`src/rtl/lifo_pkg.sv`:
```
// lifo_pkg: shared helpers for the parametrised LIFO stack.
//   cnt_width() - width of a counter that holds 0..depth inclusive
//   QEmptyBit   - fill bit of the q output when the stack is empty
package lifo_pkg;

    // Wide enough to hold the value DEPTH itself, not just DEPTH-1.
    function automatic int unsigned cnt_width(input int unsigned depth);
        return $clog2(depth + 1);
    endfunction

    // The q output is replicated from this bit when the stack holds nothing.
    localparam bit QEmptyBit = 1'b0;

endpackage

```
`src/rtl/lifo_storage.sv`:
```
// lifo_storage: DEPTH x WIDTH register array, one synchronous write port and
// one combinational read port. Contents are deliberately not reset.
// Ports:
//   clock       rising-edge clock
//   we          write enable
//   waddr/wdata write address / data
//   raddr       read address
//   rdata       combinational read data at raddr
module lifo_storage import lifo_pkg::*; #(
    parameter  int unsigned WIDTH = 16,
    parameter  int unsigned DEPTH = 16,
    localparam int unsigned AW    = $clog2(DEPTH)
) (
    input  logic             clock,
    input  logic             we,
    input  logic [AW-1:0]    waddr,
    input  logic [WIDTH-1:0] wdata,
    input  logic [AW-1:0]    raddr,
    output logic [WIDTH-1:0] rdata
);

    logic [WIDTH-1:0] mem_q [DEPTH];

    always_ff @(posedge clock) begin
        if (we) begin
            mem_q[waddr] <= wdata;
        end
    end

    assign rdata = mem_q[raddr];

endmodule

```
`src/rtl/lifo_stack.sv`:
```
// lifo_stack: parametrised LIFO with push, pop, single-cycle replace
// (push+pop), registered top-of-stack peek and sticky error flags.
// Optional: define LIFO_HWM_EN to add the hwm (high-water mark) output.
// Ports:
//   clock, reset_n   rising-edge clock, asynchronous active-low reset
//   data/push/pop    word to push, push request, pop request
//   err_clr          synchronous clear of overflow/underflow (and reload of hwm)
//   q                registered top of stack, 0 when empty
//   count            registered number of stored entries, 0..DEPTH
//   empty/full       registered count==0 / count==DEPTH
//   overflow         sticky: a push was rejected
//   underflow        sticky: a pop was rejected
//   hwm              (LIFO_HWM_EN only) maximum count since reset or err_clr
module lifo_stack import lifo_pkg::*; #(
    parameter  int unsigned WIDTH = 16,
    parameter  int unsigned DEPTH = 16,
    localparam int unsigned CW    = cnt_width(DEPTH)
) (
    input  logic             clock,
    input  logic             reset_n,
    input  logic [WIDTH-1:0] data,
    input  logic             push,
    input  logic             pop,
    input  logic             err_clr,
    output logic [WIDTH-1:0] q,
    output logic [CW-1:0]    count,
    output logic             empty,
    output logic             full,
    output logic             overflow,
    output logic             underflow
`ifdef LIFO_HWM_EN
    ,
    output logic [CW-1:0]    hwm
`endif
);

    localparam int unsigned AW = $clog2(DEPTH);

    logic [CW-1:0]    count_q, count_d;
    logic [WIDTH-1:0] q_q, q_d;
    logic             empty_q, full_q, ovf_q, unf_q;
    logic             wr, rd;
    logic [AW-1:0]    waddr, raddr;
    logic [WIDTH-1:0] rdata;

    // Acceptance on pre-edge state; a replace on a full stack is legal.
    always_comb begin
        rd = pop && (count_q != '0);
        wr = push && ((count_q < CW'(DEPTH)) || rd);
    end

    always_comb begin
        count_d = count_q;
        if (wr && !rd) begin
            count_d = count_q + CW'(1);
        end else if (rd && !wr) begin
            count_d = count_q - CW'(1);
        end
    end

    // Replace overwrites the current top; a plain push writes one above it.
    // The read address is only consumed on a plain pop with count>=2.
    always_comb begin
        waddr = rd ? AW'(count_q - CW'(1)) : AW'(count_q);
        raddr = AW'(count_q - CW'(2));
    end

    always_comb begin
        q_d = q_q;
        if (wr) begin
            q_d = data;
        end else if (rd) begin
            q_d = (count_d == '0) ? {WIDTH{QEmptyBit}} : rdata;
        end
    end

    lifo_storage #(
        .WIDTH (WIDTH),
        .DEPTH (DEPTH)
    ) u_storage (
        .clock (clock),
        .we    (wr),
        .waddr (waddr),
        .wdata (data),
        .raddr (raddr),
        .rdata (rdata)
    );

    always_ff @(posedge clock or negedge reset_n) begin
        if (!reset_n) begin
            count_q <= '0;
            q_q     <= {WIDTH{QEmptyBit}};
            empty_q <= 1'b1;
            full_q  <= 1'b0;
            ovf_q   <= 1'b0;
            unf_q   <= 1'b0;
        end else begin
            count_q <= count_d;
            q_q     <= q_d;
            empty_q <= (count_d == '0);
            full_q  <= (count_d == CW'(DEPTH));
            // A new rejection wins over a same-cycle clear.
            ovf_q   <= (push && !wr) || (ovf_q && !err_clr);
            unf_q   <= (pop && !rd) || (unf_q && !err_clr);
        end
    end

`ifdef LIFO_HWM_EN
    logic [CW-1:0] hwm_q;

    always_ff @(posedge clock or negedge reset_n) begin
        if (!reset_n) begin
            hwm_q <= '0;
        end else if (err_clr) begin
            hwm_q <= count_d;
        end else if (count_d > hwm_q) begin
            hwm_q <= count_d;
        end
    end

    assign hwm = hwm_q;
`endif

    assign q         = q_q;
    assign count     = count_q;
    assign empty     = empty_q;
    assign full      = full_q;
    assign overflow  = ovf_q;
    assign underflow = unf_q;

endmodule

```
`config.mk`:
```
export PLATFORM = sky130hd
export DESIGN_NAME = lifo_stack
export DESIGN_NICKNAME = d
export VERILOG_FILES = /design/src/rtl/lifo_pkg.sv /design/src/rtl/lifo_storage.sv /design/src/rtl/lifo_stack.sv
export SDC_FILE = /design/constraint.sdc
export NUM_CORES = 1
export LEC_CHECK = 0
export CAP_MARGIN = 15
export CORE_MARGIN = 3
export CORE_UTILIZATION = 41
export DETAILED_ROUTE_END_ITERATION = 16
export HOLD_SLACK_MARGIN = 0.03
export PLACE_DENSITY_LB_ADDON = 0.12
export SYNTH_ARGS = -nofsm -noshare
export SYNTH_HDL_FRONTEND = slang
export SYNTH_HIERARCHICAL = 1
export SYNTH_SLANG_ARGS = --single-unit
```
`constraint.sdc`:
```
create_clock -name clock -period 4.4 [get_ports clock]
set_clock_uncertainty 0.1 [all_clocks]
set_input_delay 0.88 -clock clock [delete_from_list [all_inputs] [get_ports clock]]
set_output_delay 0.88 -clock clock [all_outputs]
set_load 0.01 [all_outputs]
```
## Word-level counts from Yosys, hierarchy flattened

Memories as Yosys holds them, arrays and structs flattened.
Index checks and enable logic that the tools add are counted.

| storage, ports and cells | value |
|---|---|
| logic and storage cells | 37 |
| input port bits | 21 |
| output and inout bits | 25 |
| flip-flop bits (word level) | 25 |
| memory bits (writable) | 256 |
| memories kept | 1 |

Memory list:

| name | words | width | read ports | clocked after memory_dff | wr ports | line | text |
|---|---|---|---|---|---|---|---|
| u_storage.mem_q | 16 | 16 | 1 | 0 | 1 | lifo_storage.sv:22 | `logic [WIDTH-1:0] mem_q [DEPTH];` |

| cells by class | value |
|---|---|
| $lt $le $gt $ge | 1 |
| multiplexer cells | 8 |
| eq/ne operators | 1 |
| add/sub/neg operators | 3 |
| reduce and logical (&&, ||, !) cells | 17 |

Operators by type and width:

| cell | count |
|---|---|
| $mux 16 | 3 |
| $mux 5 | 2 |
| $logic_and 1x1->1 | 8 |
| $add 5x1->5 const B | 1 |
| $eq 5x5->1 const B | 1 |
| $logic_not 5->1 | 1 |
| $lt 5x5->1 const B | 1 |
| $reduce_bool 5->1 | 1 |
| $sub 5x1->5 const B | 1 |
| $mux 4 | 1 |
| $sub 4x2->4 const B | 1 |
| $logic_not 1->1 | 3 |
| $logic_or 1x1->1 | 3 |
| $mux 1 | 2 |
| $reduce_bool 2->1 | 1 |

## Longest topological paths before layout

Gate-level depths: netlist of run 1.

| depth | value |
|---|---|
| depth in word-level cells | 12 |
| gate-level depth with buffers | 11 |
| gate-level depth less buffers | 8 |

## Modules after synthesis

The synthesis of run 1 kept the hierarchy.

By module, submodules not included:

| module | times used | seq. area each (um^2) | cells an instance | area each (um^2) |
|---|---|---|---|---|
| lifo_storage | 1 | 7687.4 | 416 | 9723.1 |
| lifo_stack | 1 | 626.9 | 160 | 1596.5 |

## Worst setup path before layout of run 1

Ideal clock, no wire load.

| timing path | value |
|---|---|
| path kind | input-to-reg |
| from | input push |
| to | memory u_storage.mem_q[0][0], enable pin |
| data arrival time | 3.330 ns |
| cell stages on the path | 6 |
| buffers on the path | 3 |
| required time | 3.891 ns |
| setup time | 0.409 ns |
| path slack | 0.561 ns |
| path through | buf_4 > and2_1 > clkbuf_1 > buf_2 > or3b_2 > nor3_1 |

| on the way | value |
|---|---|
| cells in the longest elaborated chain, start to end | 3 |

RTL lines:

| element | line | text |
|---|---|---|
| start, declared | lifo_stack.sv:22 | `input logic push,` |
| $logic_and 1x1->1 | lifo_stack.sv:49 | `wr = push && ((count_q < CW'(DEPTH)) \|\| rd);` |
| via wr | lifo_stack.sv:42 | `logic wr, rd;` |
| $mux 1 | lifo_storage.sv:25 | `if (we) begin` |
| $mux 1 (implied by the code) | lifo_storage.sv:26 | `mem_q[waddr] <= wdata;` |
| end, declared | lifo_storage.sv:22 |  |

The timed path passes the listed nets, and every way through them passes these cells.

## Worst setup path after layout of run 1

| timing path | value |
|---|---|
| from | register count_q[1], in the netlist count[1] |
| to | memory u_storage.mem_q[9][4], enable pin |

| on the way | value |
|---|---|
| elaborated cells between the ends (all ways) | 9 |
| classes of those cells | add/sub: 1; order compare: 1; mux: 3; reduce/logical: 4 |

RTL lines:

| element | line | text |
|---|---|---|
| start, declared | lifo_stack.sv:39 | `logic [CW-1:0] count_q, count_d;` |
| start signal, assigned | lifo_stack.sv:98 | `count_q <= count_d;` |
| $reduce_bool 5->1 | lifo_stack.sv:48 | `rd = pop && (count_q != '0);` |
| $logic_and 1x1->1 | lifo_stack.sv:48 |  |
| $mux 4 | lifo_stack.sv:64 | `waddr = rd ? AW'(count_q - CW'(1)) : AW'(count_q);` |
| via waddr[0] | lifo_stack.sv:43 | `logic [AW-1:0] waddr, raddr;` |

The timed path passes the listed nets, and every way through them passes these cells.

==> results of run 1 <==
## routing by layer
metal  GRT usage (%)  up-vias  routed length [µm]
li1                -     2529                   -
met1            26.6     3123               11500
met2            29.7      153               13000
met3            3.04       41                1370
met4            4.30        0                 583
met5               0        -                   0
## metrics by stage
stage | util [%] | setup slack [ps] | power [mW] | std cells
after floorplan | - | 561 | 5.60 | 576
after global placement | 45.7 | 685 | 6.73 | 971
after detailed placement | 45.7 | 626 | 6.76 | 971
after CTS | 49.2 | 877 | 9.20 | 1027
after global routing | 49.3 | 664 | 9.57 | 1028
final | 49.3 | 797 | 9.10 | 1028
## logic make-up after synthesis
kind of cell,Yosys count
DFF,281
AOI/OAI and AO/OA,84
and+or+nand+nor,79
muxes,65
buffers and inverters,55
xor gates and xnor gates,7
adders and majority gates,5
## layout by cell type, fill, tap and decap left out, types with 3 or more instances in the layout
| master | count |
|---|---|
| ha_1 | 5 |
| nand4_1 | 3 |
| nand2b_1 | 3 |
| nand2_1 | 23 |
| mux4_1 | 10 |
| nand3_1 | 3 |
| clkdlybuf4s50_1 | 45 |
| clkinv_2 | 3 |
| edfxtp_1 | 256 |
| inv_1 | 22 |
| a211oi_1 | 3 |
| dfrtp_1 | 23 |
| mux4_2 | 54 |
| nor3_1 | 3 |
| clkbuf_16 | 31 |
| o21ai_0 | 9 |
| clkinv_1 | 5 |
| buf_4 | 41 |
| nor2_2 | 13 |
| a22oi_1 | 48 |
| xnor2_1 | 5 |
| nor3_2 | 4 |
| nor2b_1 | 4 |
| clkbuf_1 | 10 |
| nor2_1 | 6 |
| o21ai_2 | 10 |
## final timing paths
check | cells after the start | start | to
worst min register to register | 2 | q[4] | q[4]
worst max-delay path | 8 | count[1] | u_storage/mem_q[9][4]
max in group asynchronous | 2 | reset_n | q[8]
min in group asynchronous | 1 | reset_n | underflow
worst max register to register | 8 | count[1] | u_storage/mem_q[9][4]
worst min-delay path | 2 | q[4] | q[4]
## synthesized netlist by cell type, drive strengths merged, types with 5 or more instances
cell type,n
mux4,64
nor2,19
inv,23
nand2,23
xnor2,5
dfrtp,24
clkbuf,9
nor3,7
edfxtp,256
o21ai,21
buf,23
ha,5
a22oi,48
## final cells by class
cell class,count,area (µm²),area share [%]
Clock buffer,43,841,6.31
Timing Repair Buffer,87,786,5.89
Tap cell,341,427,3.20
Multi-Input combinational cell,240,2760,20.7
Inverter,23,86.3,0.648
Clock inverter,13,118,0.882
Sequential cell,281,8320,62.4
## critical path, stage by stage (launching register included)
cell      delay (ps)
dfrtp_1          490
inv_2            110
ha_1             210
nor4b_4          300
nor2b_1          160
xnor2_1          690
nand2b_1         320
nor2_2           610
buf_4            290
## flip-flops by register name (all words and copies together) (netlist names)
signal,cells
overflow,1
u_storage/mem_q,256
underflow,1
count,5
full,1
empty,1
q,16
## power breakdown
| part | switching (mW) | leakage, nW | internal (mW) |
|---|---|---|---|
| registers | 0.166 | 2.62 | 3.35 |
| clock network | 0.977 | 0.461 | 1.44 |
| logic | 1.84 | 1.39 | 1.33 |
| total | 2.99 | 4.48 | 6.12 |
==> out/metrics.cfg, run 1 <==
[outcome]
outcome = finished, final reports clean

[drt]
wl_mm = 26.5
post-route-drc-count = 0
vias_per_cell = 5.69
postRouteAntennaNets = 0
vias = 5846
wl_per_cell_um = 25.7
drt-initial-drc-count = 552
drtPass1Iterations = 4

[logic_synthesis]
synth_flop_cell = edfxtp_1
synth_top_area_share_pct = 67.9
synth_edf_count = 256
yosysSeqAreaShare_pct = 73.4
synth-seq-cells = 281
synth.area.mux_share_pct = 13.2
synth_fp_nets = 602
synth_area_leaders = edfxtp_1 (68%), mux4_2 (11%), dfrtp_1 (5.3%)
yosysTopAreaCell = edfxtp_1
avgSynthCellArea_um2 = 19.7
synthXorXnorAreaFrac_pct = 0.542
synth_top_family_by_area = multiplexers
yosysWarnings = 6
synth-simple-area-share_pct = 3.90
synth_cell_type_count = 53
syn_inst = 576
synthAdderAreaFrac_pct = 0.553
synth_compound_area_share_pct = 5.75
syn_area_um2 = 11300
synthArstFlopShare_pct = 8.90

[layout]
antenna_cells = 0
final_net_count = 689
area_delta_synth_final_pct = 17.8
n_fill_cell = 2219
drive_above_1_share_pct = 25.9
fin_area_um2 = 13300

[sta]
period_share_pct = 81.9
final-hold-violation-count = 0
slew_violations = 0
finalCriticalPeriod_ps = 3600
setup_violations = 0
relSlewSlack_pct = 32.9
timing.hold.ws_ps = 399
tightest_slew_ps = 1010
rsz0062_at_grt = no
timing.fmax_mhz = 278
fin_tns_setup_ps = 0

[grt]
grt_first_pass_wirelength_mm = 39.8
grt_max_degree = 39
grt_pass1_vias = 6081
grt_use_total_pct = 18.4
antenna_found_initial = 0
grt_overflow = 0

[clock_tree]
root_buffer = clkbuf_16
cts.sinks = 281
clk_pin_slew_ps = 60
h-tree-depth = 1
clk_latency_ps = 540
post-cts-setup-buffers = 0
tritoncts = done
cts-hold-fix-buffers = 0
cts-resized-gates = 0
clockBufferDepth = 3
cts_buffers = 30

[power_and_ir_drop]
ir_drop_mv = 0.369
pwr_density_cell_nw_per_um2 = 683
leakagePower_nw = 4.48

[worst_hold_path]
hold_path.class = reg -> reg

[placement]
place_hpwl_mm = 16.6
numPortBuffers = 45
place_congestion = 0.835
dpl_cell_area_um2 = 12300

[setup_path]
worstSetupPathType = reg -> reg
cp_max_fo = 8
required_ps = 4540
r2r_slack_ps = 800
end_kind = flip-flop
cp-start-kind = flip-flop
cp.arrival_ps = 3750

[floorplan]
die_area_um2 = 29600
rows = 60
die_x_um = 172
io_pins = 46
die_h_um = 172
start_util_pct = 41.9
core-area_um2 = 27000

[job]
cap_violations = 0

Note: power is estimated with default switching activity, not from simulation.
==> run 2: changes to the inputs <==
==> constraint.sdc (replaced) <==
create_clock -name clock -period 3.8 [get_ports clock]
set_clock_uncertainty 0.1 [all_clocks]
set_input_delay 0.76 -clock clock [delete_from_list [all_inputs] [get_ports clock]]
set_output_delay 0.76 -clock clock [all_outputs]
set_load 0.01 [all_outputs]
==> out/metrics.cfg, run 2 (synthesis results as in run 1) <==
[setup_path]
r2r_slack_ps = 490  ; was 800 ps
reg2reg_depth = 8  ; unchanged
cp_cell_sequence = inv_1 > ha_1 > nor4b_4 > nor2b_1 > xnor2_1 > nand2b_1 > nor2_2 > buf_4  ; was inv_2 > ha_1 > nor4b_4 > nor2b_1 > xnor2_1 > nand2b_1 > nor2_2 > buf_4
slowest_stage = xnor2_1  ; unchanged
timing.rr.start = count[0]  ; was count[1]
worstSetupPathType = reg -> reg  ; unchanged
required_ps = 3920  ; was 4540 ps
cp_max_fo = 11  ; was 8
end_kind = flip-flop  ; unchanged
cp-start-kind = flip-flop  ; unchanged
cp.arrival_ps = 3430  ; was 3750 ps
slowest_delay_ps = 770  ; was 690 ps
regToRegEndpoint = u_storage/mem_q[9][13]  ; was u_storage/mem_q[9][4]

[floorplan]
die_h_um = 172  ; unchanged
rows = 60  ; unchanged
die_x_um = 172  ; unchanged
start_util_pct = 41.9  ; unchanged
core-area_um2 = 27000  ; unchanged
io_pins = 46  ; unchanged
die_area_um2 = 29600  ; unchanged

[layout]
top_register = u_storage/mem_q  ; unchanged
antenna_cells = 0  ; unchanged
utilization_pct = 49.3  ; about the same
final_net_count = 694  ; was 689
largest_register_ffs = 256  ; unchanged
area_delta_synth_final_pct = 17.6  ; was 17.8%
drive_above_1_share_pct = 26.5  ; was 25.9%
final_cell_mix = edfxtp_1 (256), mux4_2 (54), a22oi_1 (48)  ; unchanged
fin_area_um2 = 13300  ; about the same
final_common_cell = edfxtp_1  ; unchanged

[worst_hold_path]
min_from = underflow  ; was q[4]
holdPathEnd = underflow  ; was q[4]
holdPathStages = 2  ; unchanged
hold_path.class = reg -> reg  ; unchanged

[clock_tree]
clockBufferDepth = 3  ; unchanged
clk_latency_ps = 530  ; was 540 ps
cts_buffers = 29  ; was 30
cts.sinks = 281  ; unchanged
h-tree-depth = 1  ; unchanged
tritoncts = done  ; unchanged
cts-hold-fix-buffers = 0  ; unchanged
post-cts-setup-buffers = 0  ; unchanged
clk_pin_slew_ps = 60  ; about the same
root_buffer = clkbuf_16  ; unchanged
cts-resized-gates = 0  ; unchanged

[drt]
drtPass1Iterations = 5  ; was 4
wl_per_cell_um = 25.0  ; was 25.7 µm
post-route-drc-count = 0  ; unchanged
vias = 5725  ; was 5846
drt-initial-drc-count = 493  ; was 552
vias_per_cell = 5.57  ; was 5.69
wl_mm = 25.7  ; was 26.5 mm
postRouteAntennaNets = 0  ; unchanged

[sta]
relSlewSlack_pct = 36.2  ; was 32.9%
period_share_pct = 87.0  ; was 81.9%
slew_violations = 0  ; unchanged
timing.hold.ws_ps = 419  ; was 399 ps
finalCriticalPeriod_ps = 3310  ; was 3600 ps
final-hold-violation-count = 0  ; unchanged
setup_violations = 0  ; unchanged
fin_ws_ps = 492  ; was 797 ps
timing.fmax_mhz = 302  ; was 278 MHz
tightest_slew_ps = 950  ; was 1010 ps
fin_tns_setup_ps = 0  ; unchanged
rsz0062_at_grt = no  ; unchanged

[outcome]
outcome = finished, final reports clean  ; unchanged

[job]
cap_violations = 0  ; unchanged

[grt]
grt_max_degree = 39  ; unchanged
grt_overflow = 0  ; unchanged
antenna_found_initial = 0  ; unchanged
grt_first_pass_wirelength_mm = 38.6  ; was 39.8 mm
grt_pass1_vias = 5989  ; was 6081
grt_use_total_pct = 17.7  ; was 18.4%

[placement]
place_ws_ps = 366  ; was 626 ps
place_congestion = 0.815  ; was 0.835
dpl_cell_area_um2 = 12400  ; was 12300 µm²
numPortBuffers = 45  ; unchanged
place_hpwl_mm = 16.3  ; was 16.6 mm

[power_and_ir_drop]
pwr_density_cell_nw_per_um2 = 782  ; was 683 nW/µm²
leakagePower_nw = 4.48  ; about the same
ir_drop_mv = 0.442  ; was 0.369 mV

run 2: cell types whose count changed in the layout (fill, tap and decap cells not counted), moves of 2 or more:
cell | before | now
clkbuf_1 | 10 | 4
buf_4 | 41 | 46
clkbuf_16 | 31 | 29
clkbuf_8 | 2 | 0
clkinv_1 | 5 | 7
run 2: through the flow:
stage	power, mW	std cells
CTS	10.5	1027
global route	10.9	1028
finish	10.4	1028
detailed placement	7.82	977
global placement	7.77	977
floorplan	6.48	576
run 2: report_power, final:
part | leakage, nW | internal, mW | switching (mW)
clock | 0.432 | 1.59 | 1.11
sequential | 2.62 | 3.87 | 0.202
combinational | 1.43 | 1.57 | 2.08
run 2: worst max-delay path by stage:
stage                        start                 endpoint  slack (ps)
after floorplan               push    u_storage/mem_q[0][0]          80
after global placement         pop   u_storage/mem_q[0][13]         440
after detailed placement       pop  u_storage/mem_q[15][13]         370
after CTS                 count[0]  u_storage/mem_q[15][14]         550
after global routing      count[0]  u_storage/mem_q[15][14]         340
final                     count[0]   u_storage/mem_q[9][13]         490
run 2: per-layer routing:
metal | vias up | part of all wire (%) | global-route usage, %
met2 | 149 | 48 | 28.3
met5 | - | 0 | 0
li1 | 2537 | - | -
met1 | 3000 | 45 | 26.0
met3 | 39 | 4.6 | 2.70
met4 | 0 | 1.9 | 4.17
run 2: area by class of cell:
class	instances	area, µm²
fill	2219	13700
clock buffer	33	741
inverter	23	86.3
tap	341	427
timing repair buffer	93	831
clock inverter	17	159
sequential	281	8320
multi-input combinational	240	2760
run 2: worst max-delay path, delay by kind of cell, from the launching register on:
kind                       cells  cell delay, ps
and+or+nand+nor                4            1040
xor gates and xnor gates       1             770
DFF                            1             470
buffers and inverters          2             380
adders and majority gates      1             220
==> run 3: changes to the inputs <==
--- a/config.mk
+++ b/config.mk
@@ -6,11 +6,13 @@
 export NUM_CORES = 1
 export LEC_CHECK = 0
 export CAP_MARGIN = 15
+export CORE_ASPECT_RATIO = 1.75
 export CORE_MARGIN = 3
 export CORE_UTILIZATION = 41
 export DETAILED_ROUTE_END_ITERATION = 16
 export HOLD_SLACK_MARGIN = 0.03
 export PLACE_DENSITY_LB_ADDON = 0.12
+export SETUP_SLACK_MARGIN = 0.02
 export SYNTH_ARGS = -nofsm -noshare
 export SYNTH_HDL_FRONTEND = slang
 export SYNTH_HIERARCHICAL = 1
==> out/metrics.cfg, run 3 (synthesis results as in run 1) <==
[clock_tree]
clk_pin_slew_ps = 70  ; was 60 ps
h-tree-depth = 1  ; unchanged
post-cts-setup-buffers = 0  ; unchanged
tritoncts = done  ; unchanged
cts-hold-fix-buffers = 0  ; unchanged
cts.sinks = 281  ; unchanged
clockBufferDepth = 3  ; unchanged
root_buffer = clkbuf_16  ; unchanged
clk_latency_ps = 540  ; was 530 ps
cts_buffers = 26  ; was 29
cts-resized-gates = 0  ; unchanged

[placement]
place_hpwl_mm = 16.7  ; was 16.3 mm
place_congestion = 0.781  ; was 0.815
dpl_cell_area_um2 = 12400  ; about the same
place_ws_ps = 388  ; was 366 ps
numPortBuffers = 45  ; unchanged

[sta]
relSlewSlack_pct = 32.7  ; was 36.2%
slew_violations = 0  ; unchanged
fin_ws_ps = 547  ; was 492 ps
timing.fmax_mhz = 307  ; was 302 MHz
period_share_pct = 85.6  ; was 87.0%
fin_tns_setup_ps = 0  ; unchanged
tightest_slew_ps = 1010  ; was 950 ps
finalCriticalPeriod_ps = 3250  ; was 3310 ps
timing.hold.ws_ps = 422  ; was 419 ps
setup_violations = 0  ; unchanged
rsz0062_at_grt = no  ; unchanged
final-hold-violation-count = 0  ; unchanged

[power_and_ir_drop]
total_power_mw = 10.4  ; about the same
ir_drop_mv = 0.351  ; was 0.442 mV
leakagePower_nw = 4.43  ; was 4.48 nW
pwr_density_cell_nw_per_um2 = 786  ; was 782 nW/µm²

[worst_hold_path]
holdPathStages = 2  ; unchanged
holdPathEnd = underflow  ; unchanged
hold_path.class = reg -> reg  ; unchanged
min_from = underflow  ; unchanged

[drt]
wl_met2_mm = 14.4  ; was 12.3 mm
drt-initial-drc-count = 418  ; was 493
vias_per_cell = 5.53  ; was 5.57
vias = 5757  ; was 5725
wl_mm = 26.6  ; was 25.7 mm
drt-met1-wl_mm = 10.4  ; was 11.7 mm
wl_per_cell_um = 25.6  ; was 25.0 µm
drtPass1Iterations = 4  ; was 5
post-route-drc-count = 0  ; unchanged
postRouteAntennaNets = 0  ; unchanged
dr_wl_met3_mm = 1.28  ; was 1.17 mm
top_signal_layer_used = met4  ; unchanged

[setup_path]
cp_max_fo = 8  ; was 11
timing.rr.start = count[1]  ; was count[0]
end_kind = flip-flop  ; unchanged
cp.arrival_ps = 3400  ; was 3430 ps
required_ps = 3950  ; was 3920 ps
regToRegEndpoint = u_storage/mem_q[1][13]  ; was u_storage/mem_q[9][13]
cp-start-kind = flip-flop  ; unchanged
worstSetupPathType = reg -> reg  ; unchanged
reg2reg_depth = 9  ; was 8
r2r_slack_ps = 550  ; was 490 ps

[floorplan]
die_x_um = 132  ; was 172 µm
core-area_um2 = 26900  ; was 27000 µm²
die_area_um2 = 29700  ; was 29600 µm²
die_h_um = 226  ; was 172 µm
rows = 79  ; was 60
io_pins = 46  ; unchanged
start_util_pct = 42.1  ; was 41.9%

[layout]
antenna_cells = 0  ; unchanged
final_cell_mix = edfxtp_1 (256), mux4_2 (54), a22oi_1 (48)  ; unchanged
final_common_cell = edfxtp_1  ; unchanged
top_register = u_storage/mem_q  ; unchanged
fin_area_um2 = 13300  ; about the same
final_net_count = 683  ; was 694
n_fill_cell = 2279  ; was 2219
drive_above_1_share_pct = 26.0  ; was 26.5%
area_delta_synth_final_pct = 17.2  ; was 17.6%
largest_register_ffs = 256  ; unchanged

[grt]
grt_pass1_vias = 6282  ; was 5989
grt_first_pass_wirelength_mm = 40.4  ; was 38.6 mm
grt_overflow = 0  ; unchanged
grt_use_total_pct = 18.2  ; was 17.7%
antenna_found_initial = 0  ; unchanged
grt_max_degree = 72  ; was 39

[job]
cap_violations = 0  ; unchanged

[outcome]
outcome = finished, final reports clean  ; unchanged

[run 3: changes by cell type in the layout (fill, tap and decap cells not counted), moves of 2 or more]
cell,previous run,this run
buf_4,46,39
clkbuf_16,29,27
clkbuf_8,0,4
clkinv_1,7,2
[run 3: metrics by stage]
| step | util, % | std cells |
|---|---|---|
| finish | 49.3 | 1041 |
| global route | 49.3 | 1041 |
| CTS | 49.3 | 1041 |
| detailed placement | 46.0 | 993 |
| global placement | 46.0 | 993 |
| floorplan | - | 576 |
[run 3: worst max-delay path by stage]
stage	start	end	slack (ps)	cells after the start
2_1_floorplan	push	u_storage/mem_q[0][0]	80	6
3_3_place_gp	pop	u_storage/mem_q[1][6]	410	7
3_5_place_dp	pop	u_storage/mem_q[1][13]	390	7
4_1_cts	count[1]	u_storage/mem_q[1][13]	550	9
5_1_grt	count[1]	u_storage/mem_q[1][11]	290	9
6_report	count[1]	u_storage/mem_q[1][13]	550	9
[run 3: routing by layer]
metal	global-route usage, %	up-vias
met3	2.56	33
li1	-	2515
met1	22.8	3062
met2	33.0	147
met5	0	-
met4	5.43	0
[run 3: layout make-up]
| cell class | instances | area [µm²] | area share, % |
|---|---|---|---|
| Clock inverter | 12 | 138 | 1.04 |
| Inverter | 23 | 86.3 | 0.651 |
| Tap cell | 364 | 455 | 3.43 |
| Sequential cell | 281 | 8320 | 62.7 |
| Multi-Input combinational cell | 240 | 2760 | 20.8 |
| Timing Repair Buffer | 85 | 763 | 5.75 |
| Clock buffer | 36 | 749 | 5.65 |
[run 3: report_power, final]
| group | internal (mW) | leakage [nW] | switching (mW) | total [mW] |
|---|---|---|---|---|
| logic | 1.55 | 1.38 | 2.13 | 3.67 |
| clock network | 1.58 | 0.433 | 1.10 | 2.68 |
| registers | 3.87 | 2.62 | 0.203 | 4.08 |
| total | 7.00 | 4.43 | 3.43 | 10.4 |
[run 3: worst max-delay path, stage by stage, from the launching register on]
cell and delay, ps:
dfrtp_1 510, inv_2 130, ha_1 270, nor4b_4 170
nor2b_1 290, nand2_1 110, xnor2_1 190, or3b_2 580
nor2_2 370, buf_4 230
==> variant 1, RTL diff (config.mk and constraints of run 3) <==
Build with the macro `LIFO_HWM_EN` defined.
--- a/src/rtl/lifo_stack.sv
+++ b/src/rtl/lifo_stack.sv
@@ -11,6 +11,8 @@
 //   overflow         sticky: a push was rejected
 //   underflow        sticky: a pop was rejected
 //   hwm              (LIFO_HWM_EN only) maximum count since reset or err_clr
+`define LIFO_HWM_EN
+
 module lifo_stack import lifo_pkg::*; #(
     parameter  int unsigned WIDTH = 16,
     parameter  int unsigned DEPTH = 16,
Behaviour (old outputs only; new: hwm): unchanged (equiv_simple and equiv_induct, registers matched by name and starting in step).
==> variant 1 against run 3 <==
Clock power decreased by 3%. Count of clock-buffer cells in the layout decreased by 6. Routed wire length decreased by 2.8%. Combinational power down 3%. Via count is 3.9% higher. Critical path depth increased by 5. Sequential cell count rose by 5. Critical endpoint is now hwm[1]$_DFFE_PN0P_. Design area increased by 1.8%. Worst setup slack got worse by 0.33 ns. Critical path type unchanged. Sequential share of layout area shrank 0.21 points. Synthesized area rose by 2.0%. Maximum frequency decreased by 9.1%. Total power fell by 1.4%. Die area rose by 1.9%.
==> variant 1: results (changes against run 3) <==
* Vias in the first global route at 6,410 (+2.0%)
* Commonest cells in the netlist: 256 x edfxtp_1, 54 x mux4_2, 32 x a22oi_1, 32 x nor2_1, 29 x dfrtp_1
* M1 WL at 10,500 um (+1.3%)
* Vias post-DR at 5,984 (+3.9%)
* Leakage at 4.53 nW (+2.2%)
* Vias/cell at 5.58 (+0.84%)
* First-pass GRT wire length at 40,100 um (-0.79%)
* Cell Area, Placed at 12,700 um2 (+2.2%)
* Register area share after synthesis at 73.1% (-0.34 points)
* Status: finished, final reports clean
* Met1 GRT Util at 22.4% (-0.40 points)
* Reg2Reg Depth at 14 (+5)
* Largest net degree at the start of global routing at 66 (-8.3%)
* Critical path's largest stage delay at 0.51 ns (-0.07 ns)
* WL met2 at 13,600 um (-5.4%)
* Fmax at 279 MHz (-9.1%)
* GR Util met3 at 2.36% (-0.20 points)
* Async S/R FF share, synth at 10.5% (+1.6 points)
* Max IR drop VDD at 0.363 mV (+3.6%)
* Max Used Layer: met4
* Global Route Usage Sum at 17.4% (-0.80 points)
* Post-Synthesis Cells at 601 (+4.3%)
* WL/cell at 24.1 um (-5.7%)
* Cell family with the largest share of critical-path delay: compound AO/OA/AOI/OAI gates
* Reg-to-Reg End: hwm[1]$_DFFE_PN0P_
* Fin nets at 717 (+5.0%)
* Routed wl met3 at 989 um (-23%)
* Flip-flop count of the largest register after layout at 256 (unchanged)
* Hold slack at 0.213 ns (-0.209 ns)
* Syn_nets at 632 (+5.0%)
* Placed Instances at 1,027 (+3.4%)
* DRT iter0 DRCs at 416 (-0.48%)
* CP arrival at 3.90 ns (+0.50 ns)
* Main area contributors after synthesis: edfxtp_1 67%, mux4_2 11%, dfrtp_1 6.3%, mux4_1 2.3%, a22oi_1 2.1%
* Placer Congestion at 0.853 (+9.3%)
[variant 1: cells by family after synthesis]
kind of cell	share of synthesized area, %
AOI/OAI and AO/OA	6.07
DFF	73.1
xor gates and xnor gates	0.499
muxes	13.3
adders and majority gates	1.08
and+or+nand+nor	3.67
buffers and inverters	2.28
[variant 1: final cells by class]
| class | count | area, um2 |
|---|---|---|
| clock inverters | 16 | 159 |
| well taps | 369 | 462 |
| fillers | 2246 | 14000 |
| repair buffers | 89 | 788 |
| inverters | 17 | 63.8 |
| clock buffers | 30 | 687 |
| flip-flops and latches | 286 | 8440 |
| multi-input cells | 266 | 2910 |
[variant 1: power groups by stage]
stage | combinational (mW) | clock (mW) | sequential (mW)
floorplan | 2.32 | 0 | 4.16
global placement | 3.57 | 0 | 4.17
detailed placement | 3.61 | 0 | 4.19
CTS | 3.62 | 2.67 | 4.12
global route | 3.88 | 2.79 | 4.16
finish | 3.56 | 2.61 | 4.12
==> variant 2, RTL diff (config.mk and constraints of run 3) <==
Without the edit above. Put one more register stage on the output `count`, with the module's reset. The value now appears one clock later. The other outputs are not delayed to match. Comments in the files are not updated.
--- a/src/rtl/lifo_stack.sv
+++ b/src/rtl/lifo_stack.sv
@@ -122,7 +122,13 @@
 `endif
 
     assign q         = q_q;
-    assign count     = count_q;
+    always_ff @(posedge clock or negedge reset_n) begin
+        if (!reset_n) begin
+            count <= '0;
+        end else begin
+            count <= count_q;
+        end
+    end
     assign empty     = empty_q;
     assign full      = full_q;
     assign overflow  = ovf_q;
Behaviour: not the same (Yosys sat finds a counterexample within 4 cycles, from zero or initial values and one cycle with reset_n low).
==> variant 2 against run 3 <==
Sequential cell count grew 5. Routed wire length grew 0.83%. First-iteration DRC count grew 0.48%. Cell count shrank 1.9%. Synthesized area shrank 0.31%. Maximum frequency shrank 3.9%. Utilization is essentially flat. Design area is essentially flat. Total power shrank 4.7%. Worst setup slack lost 0.13 ns. Clock power grew 2%.
==> variant 2: results (changes against run 3) <==
* Post-synth cell types at 48 (-9.4%)
* Async S/R FF share, synth at 10.5% (+1.6 points)
* CTS Root Cell: clkbuf_16
* Adder-Cell Fraction of Synth Area at 0.554% (+0.0017 points)
* Routed Antenna Nets at 0 (unchanged)
* Fillers at 2,289 (+0.44%)
* Crit-path max FO at 31 (+23)
* Vias in the first global route at 6,252 (-0.48%)
* DRT iter0 DRCs at 420 (+0.48%)
* ANT cells at 0 (unchanged)
* Skew-Pair Late Insertion Delay at 0.54 ns (about the same)
* Clock Path Buffers at 3 (unchanged)
* Clock Pin Slew Worst Setup and Hold Paths at 0.07 ns (about the same)
* Port Buf Inserts at 45 (unchanged)
* CTS H-Tree Depth at 1 (unchanged)
* Share of cells above drive strength 1 at 26.3% (+0.33 points)
* Global Route Usage Sum at 18.4% (+0.18 points)
* Slew HR at 44.5% (+12 points)
* First-pass GRT wire length at 40,600 um (+0.31%)
* Net Sw Frac at 32.0% (-0.93 points)
* DRT Wirelength at 26,900 um (+0.83%)
* Number of synthesis warnings at 6 (unchanged)
* Fraction of synthesized cell area in xor and xnor cells at 0.388% (-0.15 points)
* # resized after CTS at 0 (unchanged)
* Post-synthesis compound-gate area fraction at 5.18% (-0.57 points)
* Register area share after synthesis at 74.8% (+1.3 points)
* Post-CTS Setup Inserts at 0 (unchanged)
* Worst R2R Start: count_q[1]$_DFF_PN0_
* Hold slack at 0.179 ns (-0.243 ns)
* Main area contributors after synthesis: edfxtp_1 68%, mux4_2 11%, dfrtp_1 6.4%, mux4_1 2.3%, a22oi_1 2.1%
* TritonRoute pass-1 iters at 6 (+2)
* Leakage at 4.46 nW (+0.66%)
* Post-synth EDFFs at 256 (unchanged)
* Worst Hold Class: input pin to async pin
* R2r setup slk at 0.41 ns (-0.13 ns)
* Largest net degree at the start of global routing at 42 (-42%)
* Vias post-DR at 5,712 (-0.78%)
* HPWL Detailed at 17,300 um (+3.4%)
* DR DRC count at 0 (unchanged)
* Post-synthesis mux area share at 13.2% (+0.074 points)
* Max IR drop VDD at 0.351 mV (+0.10%)
* Reg2Reg Depth at 8 (-1)
* Reg-to-Reg End: u_storage/mem_q[0][15]$_DFFE_PP_
* Commonest cells in the netlist: 256 x edfxtp_1, 54 x mux4_2, 32 x a22oi_1, 29 x dfrtp_1, 24 x nand2_1
* Fin nets at 663 (-2.9%)
* Syn_nets at 580 (-3.7%)
* Initial antenna violation count at 0 (unchanged)
* Placer Congestion at 0.800 (+2.4%)
* Status: finished, final reports clean
* Flip-flop count of the largest register after layout at 256 (unchanged)
* CP arrival at 3.50 ns (+0.10 ns)
* Top FF cell, synth: edfxtp_1
* TritonCTS Buffers at 26 (unchanged)
* Largest Register: u_storage/mem_q
## variant 2: cells by family (layout without fill, tap and decap cells)
group                    after synthesis  count (layout)
flip-flops                           286             286
AND/OR/NAND/NOR                       82              82
AO/OA/AOI/OAI                         69              69
multiplexers                          65              65
buffers and inverters                 42             145
adder cells (fa/ha/maj)                5               5
XOR/XNOR                               5               5
## variant 2: worst max-delay path by stage
stage	from	endpoint	slack (ns)	cells past startpoint
2_1_floorplan	count_q[0]$_DFF_PN0_	u_storage/mem_q[4][0]$_DFFE_PP_	0.11	9
3_3_place_gp	pop	u_storage/mem_q[0][0]$_DFFE_PP_	0.40	7
3_5_place_dp	pop	u_storage/mem_q[11][5]$_DFFE_PP_	0.26	6
4_1_cts	count_q[1]$_DFF_PN0_	u_storage/mem_q[0][3]$_DFFE_PP_	0.38	8
5_1_grt	count_q[1]$_DFF_PN0_	u_storage/mem_q[0][2]$_DFFE_PP_	0.17	8
6_report	count_q[1]$_DFF_PN0_	u_storage/mem_q[0][15]$_DFFE_PP_	0.41	8
## variant 2: power groups by stage
stage / Clock [mW] / Sequential (mW) / Combinational, mW
2_1_floorplan: 0 / 3.97 / 2.11
3_3_place_gp: 0 / 4.01 / 3.30
3_5_place_dp: 0 / 4.01 / 3.32
4_1_cts: 2.80 / 3.95 / 3.33
5_1_grt: 2.91 / 3.97 / 3.50
6_report: 2.74 / 3.94 / 3.26
## variant 2: per-layer routing
metal	part of all wire (%)	routed length, um	GRT usage (%)	vias to the layer above
li1	-	-	-	2480
met1	37	10100	21.9	3045
met2	57	15200	35.4	159
met5	0	0	0	-
met3	4.6	1220	2.26	28
met4	1.4	367	4.31	0
## variant 2: area by class of cell
class	count	area, um2	share of cell area [%]
clock inverter	20	220	1.66
clock buffer	28	679	5.12
sequential	286	8440	63.6
inverter	10	37.5	0.283
tap	364	455	3.43
timing repair buffer	87	761	5.73
multi-input combinational	226	2680	20.2
## variant 2: worst max-delay path, cell delays in order, from the launching register on
cell	delay, ns
dfrtp_1	0.49
inv_2	0.10
buf_4	0.38
ha_1	0.25
a21boi_0	0.45
a31oi_1	0.25
or3b_2	0.58
nor3_4	0.13
buf_4	0.30
## variant 2: metrics by stage
step                cell area (um2)  util [%]  cells  setup WS (ns)
floorplan                     11300         -    554          0.109
global placement              12400      46.0    973          0.401
detailed placement            12400      46.0    973          0.261
CTS                           13300      49.4   1021          0.379
global route                  13300      49.4   1021          0.170
finish                        13300      49.4   1021          0.415
